[src/rtl/wb_burst_master_pkg.sv]
// rtl/wb_burst_master_pkg.sv - wishbone cycle-type constants and beat helpers shared by wb_burst_master
package wb_burst_master_pkg;

   localparam logic [2:0] WB_CTI_CLASSIC = 3'b000;
   localparam logic [2:0] WB_CTI_INCR    = 3'b010;
   localparam logic [2:0] WB_CTI_END     = 3'b111;
   localparam logic [1:0] WB_BTE_LINEAR  = 2'b00;

   // Cycle type of the beat about to be presented on the bus.
   function automatic logic [2:0] beat_cti(input logic single, input logic last);
      if (single)    return WB_CTI_CLASSIC;
      else if (last) return WB_CTI_END;
      else           return WB_CTI_INCR;
   endfunction

endpackage

[src/rtl/wb_burst_master.sv]
// rtl/wb_burst_master.sv - wishbone single/incrementing-burst master fed by a command and a write stream
// Define WB_MASTER_TIMEOUT_EN to abort a transfer after TIMEOUT_CYCLES strobed cycles without ack.
module wb_burst_master
   import wb_burst_master_pkg::*;
#(
   parameter int WB_ADDR_BITS   = 32,
   parameter int WORD_BYTES     = 4,
   parameter int LEN_BITS       = 4,
   parameter int TIMEOUT_CYCLES = 256
) (
   input  logic                      wbm_clk_i,
   input  logic                      wbm_rst_i,
   input  logic                      cmd_valid,
   output logic                      cmd_ready,
   input  logic                      cmd_we,
   input  logic [WB_ADDR_BITS-3:0]   cmd_addr,
   input  logic [LEN_BITS-1:0]       cmd_len,
   input  logic                      wr_valid,
   output logic                      wr_ready,
   input  logic [8*WORD_BYTES-1:0]   wr_data,
   output logic                      rd_valid,
   output logic [8*WORD_BYTES-1:0]   rd_data,
   output logic                      rd_last,
   output logic                      done,
   output logic                      err,
   output logic                      wbm_cyc_o,
   output logic                      wbm_stb_o,
   output logic                      wbm_we_o,
   output logic [WB_ADDR_BITS-3:0]   wbm_addr_o,
   output logic [2:0]                wbm_cti_o,
   output logic [1:0]                wbm_bte_o,
   output logic [WORD_BYTES-1:0]     wbm_sel_o,
   output logic [8*WORD_BYTES-1:0]   wbm_data_o,
   input  logic [8*WORD_BYTES-1:0]   wbm_data_i,
   input  logic                      wbm_ack_i
);

   localparam int AW = WB_ADDR_BITS - 2;
   localparam int DW = 8 * WORD_BYTES;
   localparam logic [LEN_BITS:0] BL_ONE = (LEN_BITS + 1)'(1);
   localparam logic [LEN_BITS:0] BL_TWO = (LEN_BITS + 1)'(2);

   typedef enum logic [1:0] {
      ST_IDLE   = 2'd0,
      ST_ACTIVE = 2'd1,
      ST_STALL  = 2'd2
   } state_e;

   state_e                state_q, state_d;
   logic [AW-1:0]         addr_q, addr_d;
   logic [LEN_BITS:0]     bl_q, bl_d;
   logic                  cyc_q, cyc_d;
   logic                  stb_q, stb_d;
   logic                  we_q, we_d;
   logic [2:0]            cti_q, cti_d;
   logic [WORD_BYTES-1:0] sel_q, sel_d;
   logic [DW-1:0]         data_q, data_d;
   logic                  rd_valid_q, rd_valid_d;
   logic                  rd_last_q, rd_last_d;
   logic [DW-1:0]         rd_data_q, rd_data_d;
   logic                  done_q, done_d;
   logic                  cmd_ready_c, wr_ready_c;
   logic                  beat;

`ifdef WB_MASTER_TIMEOUT_EN
   localparam int TMO_W = $clog2(TIMEOUT_CYCLES + 1);
   localparam logic [TMO_W-1:0] TMO_LAST = TMO_W'(TIMEOUT_CYCLES - 1);
   logic [TMO_W-1:0] tmo_q, tmo_d;
   logic             err_q, err_d;
`else
   logic unused_tmo;
   assign unused_tmo = (TIMEOUT_CYCLES > 0);
`endif

   // A late ack arriving while stb is low belongs to no beat.
   assign beat = stb_q & wbm_ack_i;

   always_comb begin
      state_d     = state_q;
      addr_d      = addr_q;
      bl_d        = bl_q;
      cyc_d       = cyc_q;
      stb_d       = stb_q;
      we_d        = we_q;
      cti_d       = cti_q;
      sel_d       = sel_q;
      data_d      = data_q;
      rd_valid_d  = 1'b0;
      rd_last_d   = 1'b0;
      rd_data_d   = rd_data_q;
      done_d      = 1'b0;
      cmd_ready_c = 1'b0;
      wr_ready_c  = 1'b0;

      case (state_q)
         ST_IDLE: begin
            cmd_ready_c = 1'b1;
            wr_ready_c  = cmd_valid & cmd_we;
            if (cmd_valid) begin
               addr_d = cmd_addr;
               bl_d   = {1'b0, cmd_len} + BL_ONE;
               we_d   = cmd_we;
               sel_d  = '1;
               cyc_d  = 1'b1;
               cti_d  = beat_cti(cmd_len == '0, 1'b0);
               if (!cmd_we || wr_valid) begin
                  stb_d   = 1'b1;
                  state_d = ST_ACTIVE;
                  if (cmd_we) data_d = wr_data;
               end else begin
                  stb_d   = 1'b0;
                  state_d = ST_STALL;
               end
            end
         end
         ST_ACTIVE: begin
            if (beat) begin
               if (bl_q > BL_ONE) begin
                  addr_d = addr_q + AW'(1);
                  bl_d   = bl_q - BL_ONE;
                  cti_d  = beat_cti(1'b0, bl_q == BL_TWO);
                  if (!we_q) begin
                     rd_valid_d = 1'b1;
                     rd_data_d  = wbm_data_i;
                  end else begin
                     wr_ready_c = 1'b1;
                     if (wr_valid) begin
                        data_d = wr_data;
                     end else begin
                        stb_d   = 1'b0;
                        state_d = ST_STALL;
                     end
                  end
               end else begin
                  cyc_d   = 1'b0;
                  stb_d   = 1'b0;
                  cti_d   = WB_CTI_CLASSIC;
                  done_d  = 1'b1;
                  state_d = ST_IDLE;
                  if (!we_q) begin
                     rd_valid_d = 1'b1;
                     rd_last_d  = 1'b1;
                     rd_data_d  = wbm_data_i;
                  end
               end
            end
         end
         ST_STALL: begin
            // Bus cycle stays owned while the write stream catches up.
            wr_ready_c = 1'b1;
            if (wr_valid) begin
               data_d  = wr_data;
               stb_d   = 1'b1;
               state_d = ST_ACTIVE;
            end
         end
         default: state_d = ST_IDLE;
      endcase

`ifdef WB_MASTER_TIMEOUT_EN
      tmo_d = tmo_q;
      err_d = 1'b0;
      if (state_q != ST_ACTIVE || beat) begin
         tmo_d = '0;
      end else if (tmo_q == TMO_LAST) begin
         cyc_d      = 1'b0;
         stb_d      = 1'b0;
         cti_d      = WB_CTI_CLASSIC;
         err_d      = 1'b1;
         done_d     = 1'b0;
         rd_valid_d = 1'b0;
         rd_last_d  = 1'b0;
         state_d    = ST_IDLE;
         tmo_d      = '0;
      end else begin
         tmo_d = tmo_q + TMO_W'(1);
      end
`endif
   end

   always_ff @(posedge wbm_clk_i or posedge wbm_rst_i) begin
      if (wbm_rst_i) begin
         state_q    <= ST_IDLE;
         addr_q     <= '0;
         bl_q       <= '0;
         cyc_q      <= 1'b0;
         stb_q      <= 1'b0;
         we_q       <= 1'b0;
         cti_q      <= WB_CTI_CLASSIC;
         sel_q      <= '0;
         data_q     <= '0;
         rd_valid_q <= 1'b0;
         rd_last_q  <= 1'b0;
         rd_data_q  <= '0;
         done_q     <= 1'b0;
      end else begin
         state_q    <= state_d;
         addr_q     <= addr_d;
         bl_q       <= bl_d;
         cyc_q      <= cyc_d;
         stb_q      <= stb_d;
         we_q       <= we_d;
         cti_q      <= cti_d;
         sel_q      <= sel_d;
         data_q     <= data_d;
         rd_valid_q <= rd_valid_d;
         rd_last_q  <= rd_last_d;
         rd_data_q  <= rd_data_d;
         done_q     <= done_d;
      end
   end

`ifdef WB_MASTER_TIMEOUT_EN
   always_ff @(posedge wbm_clk_i or posedge wbm_rst_i) begin
      if (wbm_rst_i) begin
         tmo_q <= '0;
         err_q <= 1'b0;
      end else begin
         tmo_q <= tmo_d;
         err_q <= err_d;
      end
   end
   assign err = err_q;
`else
   assign err = 1'b0;
`endif

   // Handshake readies are held low while reset is asserted.
   assign cmd_ready  = cmd_ready_c & ~wbm_rst_i;
   assign wr_ready   = wr_ready_c & ~wbm_rst_i;
   assign rd_valid   = rd_valid_q;
   assign rd_data    = rd_data_q;
   assign rd_last    = rd_last_q;
   assign done       = done_q;
   assign wbm_cyc_o  = cyc_q;
   assign wbm_stb_o  = stb_q;
   assign wbm_we_o   = we_q;
   assign wbm_addr_o = addr_q;
   assign wbm_cti_o  = cti_q;
   assign wbm_bte_o  = WB_BTE_LINEAR;
   assign wbm_sel_o  = sel_q;
   assign wbm_data_o = data_q;

endmodule

[config.mk]
export PLATFORM = sky130hd
export DESIGN_NAME = wb_burst_master
export DESIGN_NICKNAME = d
export VERILOG_FILES = /design/src/rtl/wb_burst_master_pkg.sv /design/src/rtl/wb_burst_master.sv
export SDC_FILE = /design/constraint.sdc
export NUM_CORES = 1
export LEC_CHECK = 0
export CELL_PAD_IN_SITES_DETAIL_PLACEMENT = 1
export CELL_PAD_IN_SITES_GLOBAL_PLACEMENT = 2
export CORE_MARGIN = 2
export CORE_UTILIZATION = 26
export CTS_CLUSTER_DIAMETER = 120
export DETAILED_ROUTE_END_ITERATION = 8
export PLACE_DENSITY = 0.86
export SLEW_MARGIN = 20
export SYNTH_ARGS = -nofsm -noshare
export SYNTH_HDL_FRONTEND = slang
export SYNTH_SLANG_ARGS = --single-unit
[constraint.sdc]
create_clock -name wbm_clk_i -period 3.65 [get_ports wbm_clk_i]
set_input_delay 0.365 -clock wbm_clk_i [delete_from_list [all_inputs] [get_ports wbm_clk_i]]
set_output_delay 0.365 -clock wbm_clk_i [all_outputs]
set_load 0.03 [all_outputs]
=== Word-level counts from Yosys, hierarchy flattened ===
Index checks and enable logic that the tools add are counted.

* Output and inout bits: 112
* Bits in latches: 0
* Input port bits: 104
* Flip-flop bits (word level): 111
* Memory bits (writable): 0
* Bits in read-only memories: 0
* Word-level logic and storage cells: 106
* Memories: 0

* Multiplexer cells: 56
* Eq/ne operators: 13
* $mul: 0
* Bitwise operators: 6
* Reduce and logical (&&, ||, !) cells: 14
* Add/sub/neg operators: 3
* Div/mod/pow operators: 0
* Order comparisons: 1
* Shift operators: 0

{| class="wikitable"
|+ Operators by type and width
! cell !! number
|-
| 2-to-1 mux 32 bit || 7
|-
| case mux 32 bit (3 select lines) || 1
|-
| 2-to-1 mux 30 bit || 3
|-
| case mux 30 bit (2 select lines) || 1
|-
| adder 30 x 1 -> 30 bit, second input constant || 1
|-
| 2-to-1 mux 1 bit || 23
|-
| 2-to-1 mux 2 bit || 8
|-
| inequality test 2 bit, second input constant || 8
|-
| 2-to-1 mux 5 bit || 3
|-
| 2-to-1 mux 3 bit || 4
|-
| case mux 5 bit (2 select lines) || 1
|-
| AND reduction 4 bit || 2
|-
| AND reduction 7 bit || 1
|-
| inequality test 3 bit, second input constant || 2
|-
| case mux 1 bit (3 select lines) || 2
|-
| case mux 2 bit (3 select lines) || 1
|-
| case mux 3 bit (2 select lines) || 1
|-
| AND reduction 3 bit || 2
|-
| AND reduction 6 bit || 1
|-
| adder 4 x 1 -> 5 bit, second input constant || 1
|-
| equality test 5 x 2 -> 1 bit, second input constant || 1
|-
| greater-than comparator 5 x 1 -> 1 bit, second input constant || 1
|-
| AND reduction 5 bit || 1
|-
| subtractor 5 x 1 -> 5 bit, second input constant || 1
|-
| 12 further kinds || 16
|}

=== Depth between registers and ports, before layout ===
Gate-level depths: netlist of run 1.

* Depth after elaboration: 5
* Gate-level depth with buffers: 10
* Depth with buffers taken out: 7

=== Worst setup path before layout of run 1 ===
OpenSTA, ideal clock, no wires.

* Path type: register to output
* From: register bl_q[1]
* To: output port wr_ready
* Buffers on the path: 0
* Setup slack: 1.424 ns
* Data required time: 3.285 ns
* Cell stages (with the launch flop): 8
* Data arrival time: 1.861 ns
* Cell sequence: dfrtp_1 > inv_1 > ha_1 > o21bai_2 > nand2_2 > nand2_1 > o21a_1 > nor3_1

* Longest elaborated chain between the ends: 5

{| class="wikitable"
|+ RTL lines
! element !! line !! text
|-
| from (decl) || wb_burst_master.sv:51 || <nowiki>logic [LEN_BITS:0] bl_q, bl_d;</nowiki>
|-
| from (signal assigned) || wb_burst_master.sv:199 || <nowiki>bl_q <= bl_d;</nowiki>
|-
| greater-than comparator 5 x 1 -> 1 bit || wb_burst_master.sv:118 || <nowiki>if (bl_q > BL_ONE) begin</nowiki>
|-
| 2-to-1 mux 1 bit || wb_burst_master.sv:118 ||
|-
| 2-to-1 mux 1 bit || wb_burst_master.sv:117 || <nowiki>if (beat) begin</nowiki>
|-
| case mux 1 bit (3 select lines) || wb_burst_master.sv:95 || <nowiki>case (state_q)</nowiki>
|-
| bitwise AND 1 bit || wb_burst_master.sv:230 || <nowiki>assign wr_ready = wr_ready_c & ~wbm_rst_i;</nowiki>
|-
| to (decl) || wb_burst_master.sv:19 || <nowiki>output logic wr_ready,</nowiki>
|}

Every way passes these cells.

=== Worst setup path in the final report of run 1 ===
Ends and elaborated chain as after synthesis.

==> metrics.md, run 1 <==
| Metric | Value |
|---|---|
| Clock buffer depth | 2 |
| Die area | 22,400 sq um |
| Ports | 216 |
| Vias | 5,009 |
| Crit path time final | 2990 ps |
| Most frequently used flop master after synthesis | dfrtp_1 |
| Setup TNS | 0 ps |
| EDFF count, synth | 0 |
| WP data required | 3280 ps |
| RD Place Congestion | 0.775 |
| Placed wire-length estimate | 13.6 mm |
| Max incr delay on CP | 720 ps |
| Worst-Skew Late Latency | 370 ps |
| Clock sinks | 110 |
| Hold crit path type | flip-flop to flip-flop |
| Critical Path Fanout Max | 6 |
| Mapped Area | 5520 sq um |
| Relative slew margins | 0.445 |
| Mapped Cells | 566 |
| Async set-reset flop share out of synthesis | 1.00 |
| Period Utilization, post-route | 0.820 |
| Cell family with most CP delay | buffers and inverters |
| Post-CTS resize count | 0 |
| Buffer and inverter count on the worst path | 2 |
| Total GRT Usage | 0.167 |
| Max Clock Freq | 334 MHz |
| Post-DP Area | 7890 sq um |
| Fraction of layout cells with a size suffix above 1 | 0.0635 |
| Final Max Tran Viols | 0 |
| IR drop worst, VDD | 314 uV |
| Initial Utilization | 0.263 |
| Chip width | 150 um |
| CTS H-Tree Depth | 3 |
| Die Ht | 150 um |
| Synth-to-Final Area Change | 48.6% |
| First-pass GRT wire length | 29.1 mm |
| Clk slew on worst S/H paths | 80 ps |
| Largest net degree at the start of global routing | 62 |
| Antenna-violating nets left | 0 |
| Worst Skew | 12.4 ps |
| Drc violations | 0 |
| Gr ovfl total | 0 |
| Sequential area share after synthesis | 0.499 |
| Hold slack final | 476 ps |
| Pwr dens | 952 nW/um^2 |
| Clk Tree Root Cell | clkbuf_16 |
| DR iter-0 viols | 266 |
| First-pass detailed-route iteration total | 4 |
| Finished layout cell area | 8200 sq um |
| Worst Tran Pin Value | 832 ps |
| Total core area | 21,000 sq um |
| CP max stage cell | clkdlybuf4s50_1 |
| Crit Path Class | flip-flop to output pin |
| Critical path launch point type | flip-flop |
| Vias in the first global route | 5,133 |
| Distinct cell type count after synthesis | 62 |
| DR vias/cell | 4.78 |
| Avg WL per Cell | 17.9 um |
| Unrepaired setup endpoints after global routing | no |
| WP data arrival | 2630 ps |
| Port Buffers | 212 |
| Final net count | 881 |
| Crit-path cells | inv_1, ha_1, o21bai_2, nand2_2, nand2_1, o21a_1, nor3_1, clkdlybuf4s50_1 |
| Routed WL | 18.7 mm |
| Final hold viol count | 0 |
| Average cell area after synthesis | 9.75 sq um |
| CTS tree | yes |
| CP Capture Type | output pin |
| Post-CTS setup buffer count | 0 |
| Initial antenna violation count | 0 |
| Ys Warns | 0 |
| Synth Register Bits | 110 |
| Hold-fix buffers, CTS | 0 |
| Status | finished, final reports clean |
| Final setup fails | 0 |
| Max-cap violations | 0 |
| Site Rows | 53 |
| # diodes | 0 |
| Num CTS Buffers | 9 |
| Leakage | 3.48 nW |
[metrics by stage]
step / power [W] / instances / setup WS (ps) / util
floorplan: 0.00502 / 568 / 383 / -
global placement: 0.00671 / 1031 / 1160 / 0.377
detailed placement: 0.00682 / 1031 / 1060 / 0.377
CTS: 0.00790 / 1047 / 624 / 0.391
global route: 0.00832 / 1047 / 481 / 0.391
finish: 0.00781 / 1047 / 656 / 0.391
[cell usage in the layout (no fill, tap or decap), types with 4 or more instances in the layout]
cell type	count
a31oi_1	4
clkdlybuf4s50_1	212
nor3b_1	4
buf_4	12
clkbuf_16	9
o22ai_1	18
a2bb2oi_1	5
nand2_1	134
mux2_2	5
nor2_1	13
and2_1	4
nand3_1	27
mux2_1	30
nand4_1	13
and3_1	5
ha_1	9
o21ai_0	23
mux2i_1	15
dfrtp_1	110
inv_1	17
nor3_1	8
a21oi_1	26
[layer usage]
| metal | global-route usage | vias up | wire length, um |
|---|---|---|---|
| met5 | 0 | - | 0 |
| li1 | - | 2381 | - |
| met4 | 0.0585 | 0 | 378 |
| met3 | 0.0274 | 20 | 812 |
| met2 | 0.283 | 105 | 9520 |
| met1 | 0.215 | 2503 | 7990 |
[logic make-up (layout without fill, tap and decap cells)]
group / Yosys count / count (layout) / synth area share
and+or+nand+nor: 239 / 239 / 0.211
buffers and inverters: 54 / 258 / 0.0474
muxes: 50 / 50 / 0.0986
DFF: 110 / 110 / 0.499
AOI/OAI and AO/OA: 100 / 100 / 0.118
adders and majority gates: 10 / 10 / 0.0227
other: 1 / 3 / 0.000679
xor gates and xnor gates: 2 / 2 / 0.00317
[registers in the layout, summed over array words and instances (netlist names)]
signal,flops
rd_valid,1
wbm_data_o,32
rd_data,32
wbm_we_o,1
state_q,2
wbm_sel_o,1
wbm_addr_o,30
wbm_cti_o,2
rd_last,1
done,1
wbm_cyc_o,1
wbm_stb_o,1
bl_q,5
[synthesized netlist by cell type, drive strengths merged, types with 3 or more instances]
cell type	instances	share of area
a21oi	26	0.024
dfrtp	110	0.50
clkbuf	16	0.011
nor3b	4	0.0054
nand3	29	0.029
ha	10	0.023
or3	3	0.0034
a2bb2oi	5	0.0079
nor2b	3	0.0034
mux2	35	0.071
and4	3	0.0048
nor2	14	0.010
buf	20	0.024
nand2b	3	0.0034
nand4	14	0.019
mux2i	15	0.027
inv	18	0.012
nor3	9	0.0091
nand2	135	0.092
o21a	3	0.0041
o21ai	23	0.021
o22ai	18	0.020
a31oi	4	0.0045
nand4b	3	0.0048
o221ai	3	0.0048
and2	5	0.0057
and3	5	0.0057
[tightest hold or removal path, stage by stage (launching register included)]
cell,delay [ps]
dfrtp_1,350
nand2_1,50
nand2_1,50
[final timing paths]
kind	from	endpoint	depth (start not counted)	slack (ps)
max in group asynchronous	wbm_rst_i	rd_data[22]	3	2180
setup reg to reg	state_q[0]	wbm_data_o[30]	8	1100
hold reg to reg	rd_data[8]	rd_data[8]	2	480
min in group asynchronous	wbm_rst_i	state_q[1]	2	560
hold / removal	rd_data[8]	rd_data[8]	2	480
setup / recovery	bl_q[1]	wr_ready	8	660
[cell type report]
cell class	instances	area [sq um]
Tap cell	275	344
Clock inverter	7	83.8
Inverter	18	70.1
Timing Repair Buffer	224	2210
Clock buffer	9	225
Sequential cell	110	2750
Fill cell	2405	12800
Multi-Input combinational cell	404	2510
[power by group]
group / internal (W) / total (W) / switching [W]
registers: 0.00180 / 0.00235 / 0.000548
clock network: 0.000495 / 0.00104 / 0.000547
logic: 0.00183 / 0.00442 / 0.00259
total: 0.00412 / 0.00781 / 0.00369
No activity file was read; power rests on OpenSTA's default activity.
==> run 2: changes to the inputs <==
clock period = 3.1 ns   (was 3.65 ns; I/O delays follow)
==> run 2 against run 1 <==
Setup slack lost 450 ps. Global-route usage shrank 0.59 points. Wire length shrank 3.1%. Utilization grew 0.054 points. Flip-flop and latch count is the same. Highest routed layer unchanged. Clock-buffer cell count is the same. Register-to-register slack lost 540 ps. Critical endpoint unchanged. Power grew 17%. Die area is the same. Non-clock buffer count is the same.
==> metrics.md, run 2 (same netlist as run 1, synthesis figures left out) <==
| Metric | Value |
|---|---|
| Most common cell after layout, fill and taps aside | clkdlybuf4s50_1 |
| Initial antenna violation count | 0 |
| Max Clock Freq | 345 MHz |
| Fraction of layout cells with a size suffix above 1 | 0.0635 |
| Total GRT Usage | 0.161 |
| CTS H-Tree Depth | 3 |
| Crit path time final | 2890 ps |
| Worst-Skew Late Latency | 360 ps |
| Clock share of power | 0.131 |
| Clock sinks | 110 |
| Post-CTS resize count | 0 |
| Post-CTS setup buffer count | 0 |
| Sw Ratio | 0.469 |
| Clock buffer depth | 2 |
| Clk Tree Root Cell | clkbuf_16 |
| Status | finished, final reports clean |
| Period Utilization, post-route | 0.934 |
| Comb pwr share | 0.566 |
| Vias | 4,977 |
| Critical path launch point type | flip-flop |
| Buffer and inverter count on the worst path | 2 |
| Vias in the first global route | 5,112 |
| Synth-to-Final Area Change | 48.8% |
| Crit Path Class | flip-flop to output pin |
| Hold crit path type | input pin to flip-flop |
| Worst Skew | 13.1 ps |
| Avg WL per Cell | 17.3 um |
| DR vias/cell | 4.75 |
| Final setup fails | 0 |
| IR drop worst, VDD | 461 uV |
| Max-cap violations | 0 |
| Pwr dens | 1110 nW/um^2 |
| Crit-path cells | inv_1, ha_1, o21bai_2, nand2_2, nand2_1, o21a_1, nor3_1, clkdlybuf4s50_1 |
| CP Capture Type | output pin |
| Most frequent cells in the layout | clkdlybuf4s50_1 (212), nand2_1 (134), dfrtp_1 (110) |
| Placed wire-length estimate | 13.5 mm |
| Routed WL | 18.1 mm |
| Num CTS Buffers | 9 |
| Final net count | 881 |
| Cell family with most CP delay | buffers and inverters |
| Clk slew on worst S/H paths | 80 ps |
| Ports | 216 |
| Port Buffers | 212 |
| Final hold viol count | 0 |
| Setup TNS | 0 ps |
| First-pass detailed-route iteration total | 4 |
| Largest net degree at the start of global routing | 42 |
| First-pass GRT wire length | 28.2 mm |
| Sequential share of power | 0.303 |
| DR iter-0 viols | 158 |
| Relative slew margins | 0.510 |
| Initial Utilization | 0.263 |
| Worst Tran Pin Value | 716 ps |
| # placed instances | 1,031 |
| Die area | 22,400 sq um |
| WP data arrival | 2580 ps |
| RD Place Congestion | 0.766 |
| Drc violations | 0 |
| Pint | 0.00485 W |
| CTS tree | yes |
| Leakage | 3.48 nW |
| # diodes | 0 |
| Die Ht | 150 um |
| CP max stage cell | clkdlybuf4s50_1 |
| Gr ovfl total | 0 |
| WP data required | 2790 ps |
| Critical Path Fanout Max | 6 |
| Total core area | 21,000 sq um |
| Post-Layout Cell Count | 1,047 |
| Max incr delay on CP | 730 ps |
| Site Rows | 53 |
| Switching power | 0.00429 W |
| Hold-fix buffers, CTS | 0 |
| Final Max Tran Viols | 0 |
| Chip width | 150 um |
| Antenna-violating nets left | 0 |
| Unrepaired setup endpoints after global routing | no |
## run 2: cell count changes in the layout (fill, tap and decap cells not counted)
cell and delta:
inv_8 -1, clkinvlp_4 +1, buf_12 +1, buf_4 -1, inv_4 -1, inv_6 +1
## run 2: power by group through the flow
| stage | clock [W] | sequential (W) | combinational [W] |
|---|---|---|---|
| 2_1_floorplan | 0 | 0.00387 | 0.00204 |
| 3_3_place_gp | 0 | 0.00277 | 0.00514 |
| 3_5_place_dp | 0 | 0.00280 | 0.00523 |
| 4_1_cts | 0.00125 | 0.00278 | 0.00525 |
| 5_1_grt | 0.00131 | 0.00289 | 0.00557 |
| 6_report | 0.00120 | 0.00277 | 0.00518 |
## run 2: worst reg2reg max path, stage by stage (launching register included)
cell	delay, ps
dfrtp_1	420
inv_1	100
ha_1	290
inv_1	210
o21ai_0	120
o21a_1	140
a2111oi_4	330
buf_4	430
mux2_1	390
## run 2: final timing paths
kind / start / to / slack [ps] / depth (start not counted)
worst max-delay path: bl_q[1] / wr_ready / 210 / 8
worst min-delay path: wbm_data_i[17] / rd_data[17] / 470 / 3
worst max register to register: state_q[0] / wbm_data_o[28] / 560 / 8
worst min register to register: rd_data[26] / rd_data[26] / 470 / 2
max in group asynchronous: wbm_rst_i / wbm_data_o[21] / 1900 / 3
min in group asynchronous: wbm_rst_i / wbm_data_o[4] / 490 / 2
## run 2: layout make-up
class                           count  area [sq um]
Clock buffer                        9           225
Clock inverter                      7          81.3
Fill cell                        2367         12700
Inverter                           18          71.3
Multi-Input combinational cell    404          2510
Sequential cell                   110          2750
Tap cell                          275           344
Timing Repair Buffer              224          2220
## run 2: per-stage QoR
step / power (W) / setup slack (ps) / utilization / hold slack (ps) / cell area, sq um
2_1_floorplan: 0.00591 / 921 / - / 415 / 5530
3_3_place_gp: 0.00791 / 635 / 0.377 / 457 / 7910
3_5_place_dp: 0.00803 / 582 / 0.377 / 464 / 7910
4_1_cts: 0.00928 / 171 / 0.392 / 456 / 8210
5_1_grt: 0.00976 / 47.0 / 0.392 / 467 / 8210
6_report: 0.00915 / 205 / 0.392 / 471 / 8210
## run 2: per-layer routing
| layer | GRT usage | routed length (um) |
|---|---|---|
| met5 | 0 | 0 |
| met4 | 0.0491 | 401 |
| met3 | 0.0451 | 1070 |
| met2 | 0.266 | 8830 |
| met1 | 0.204 | 7810 |
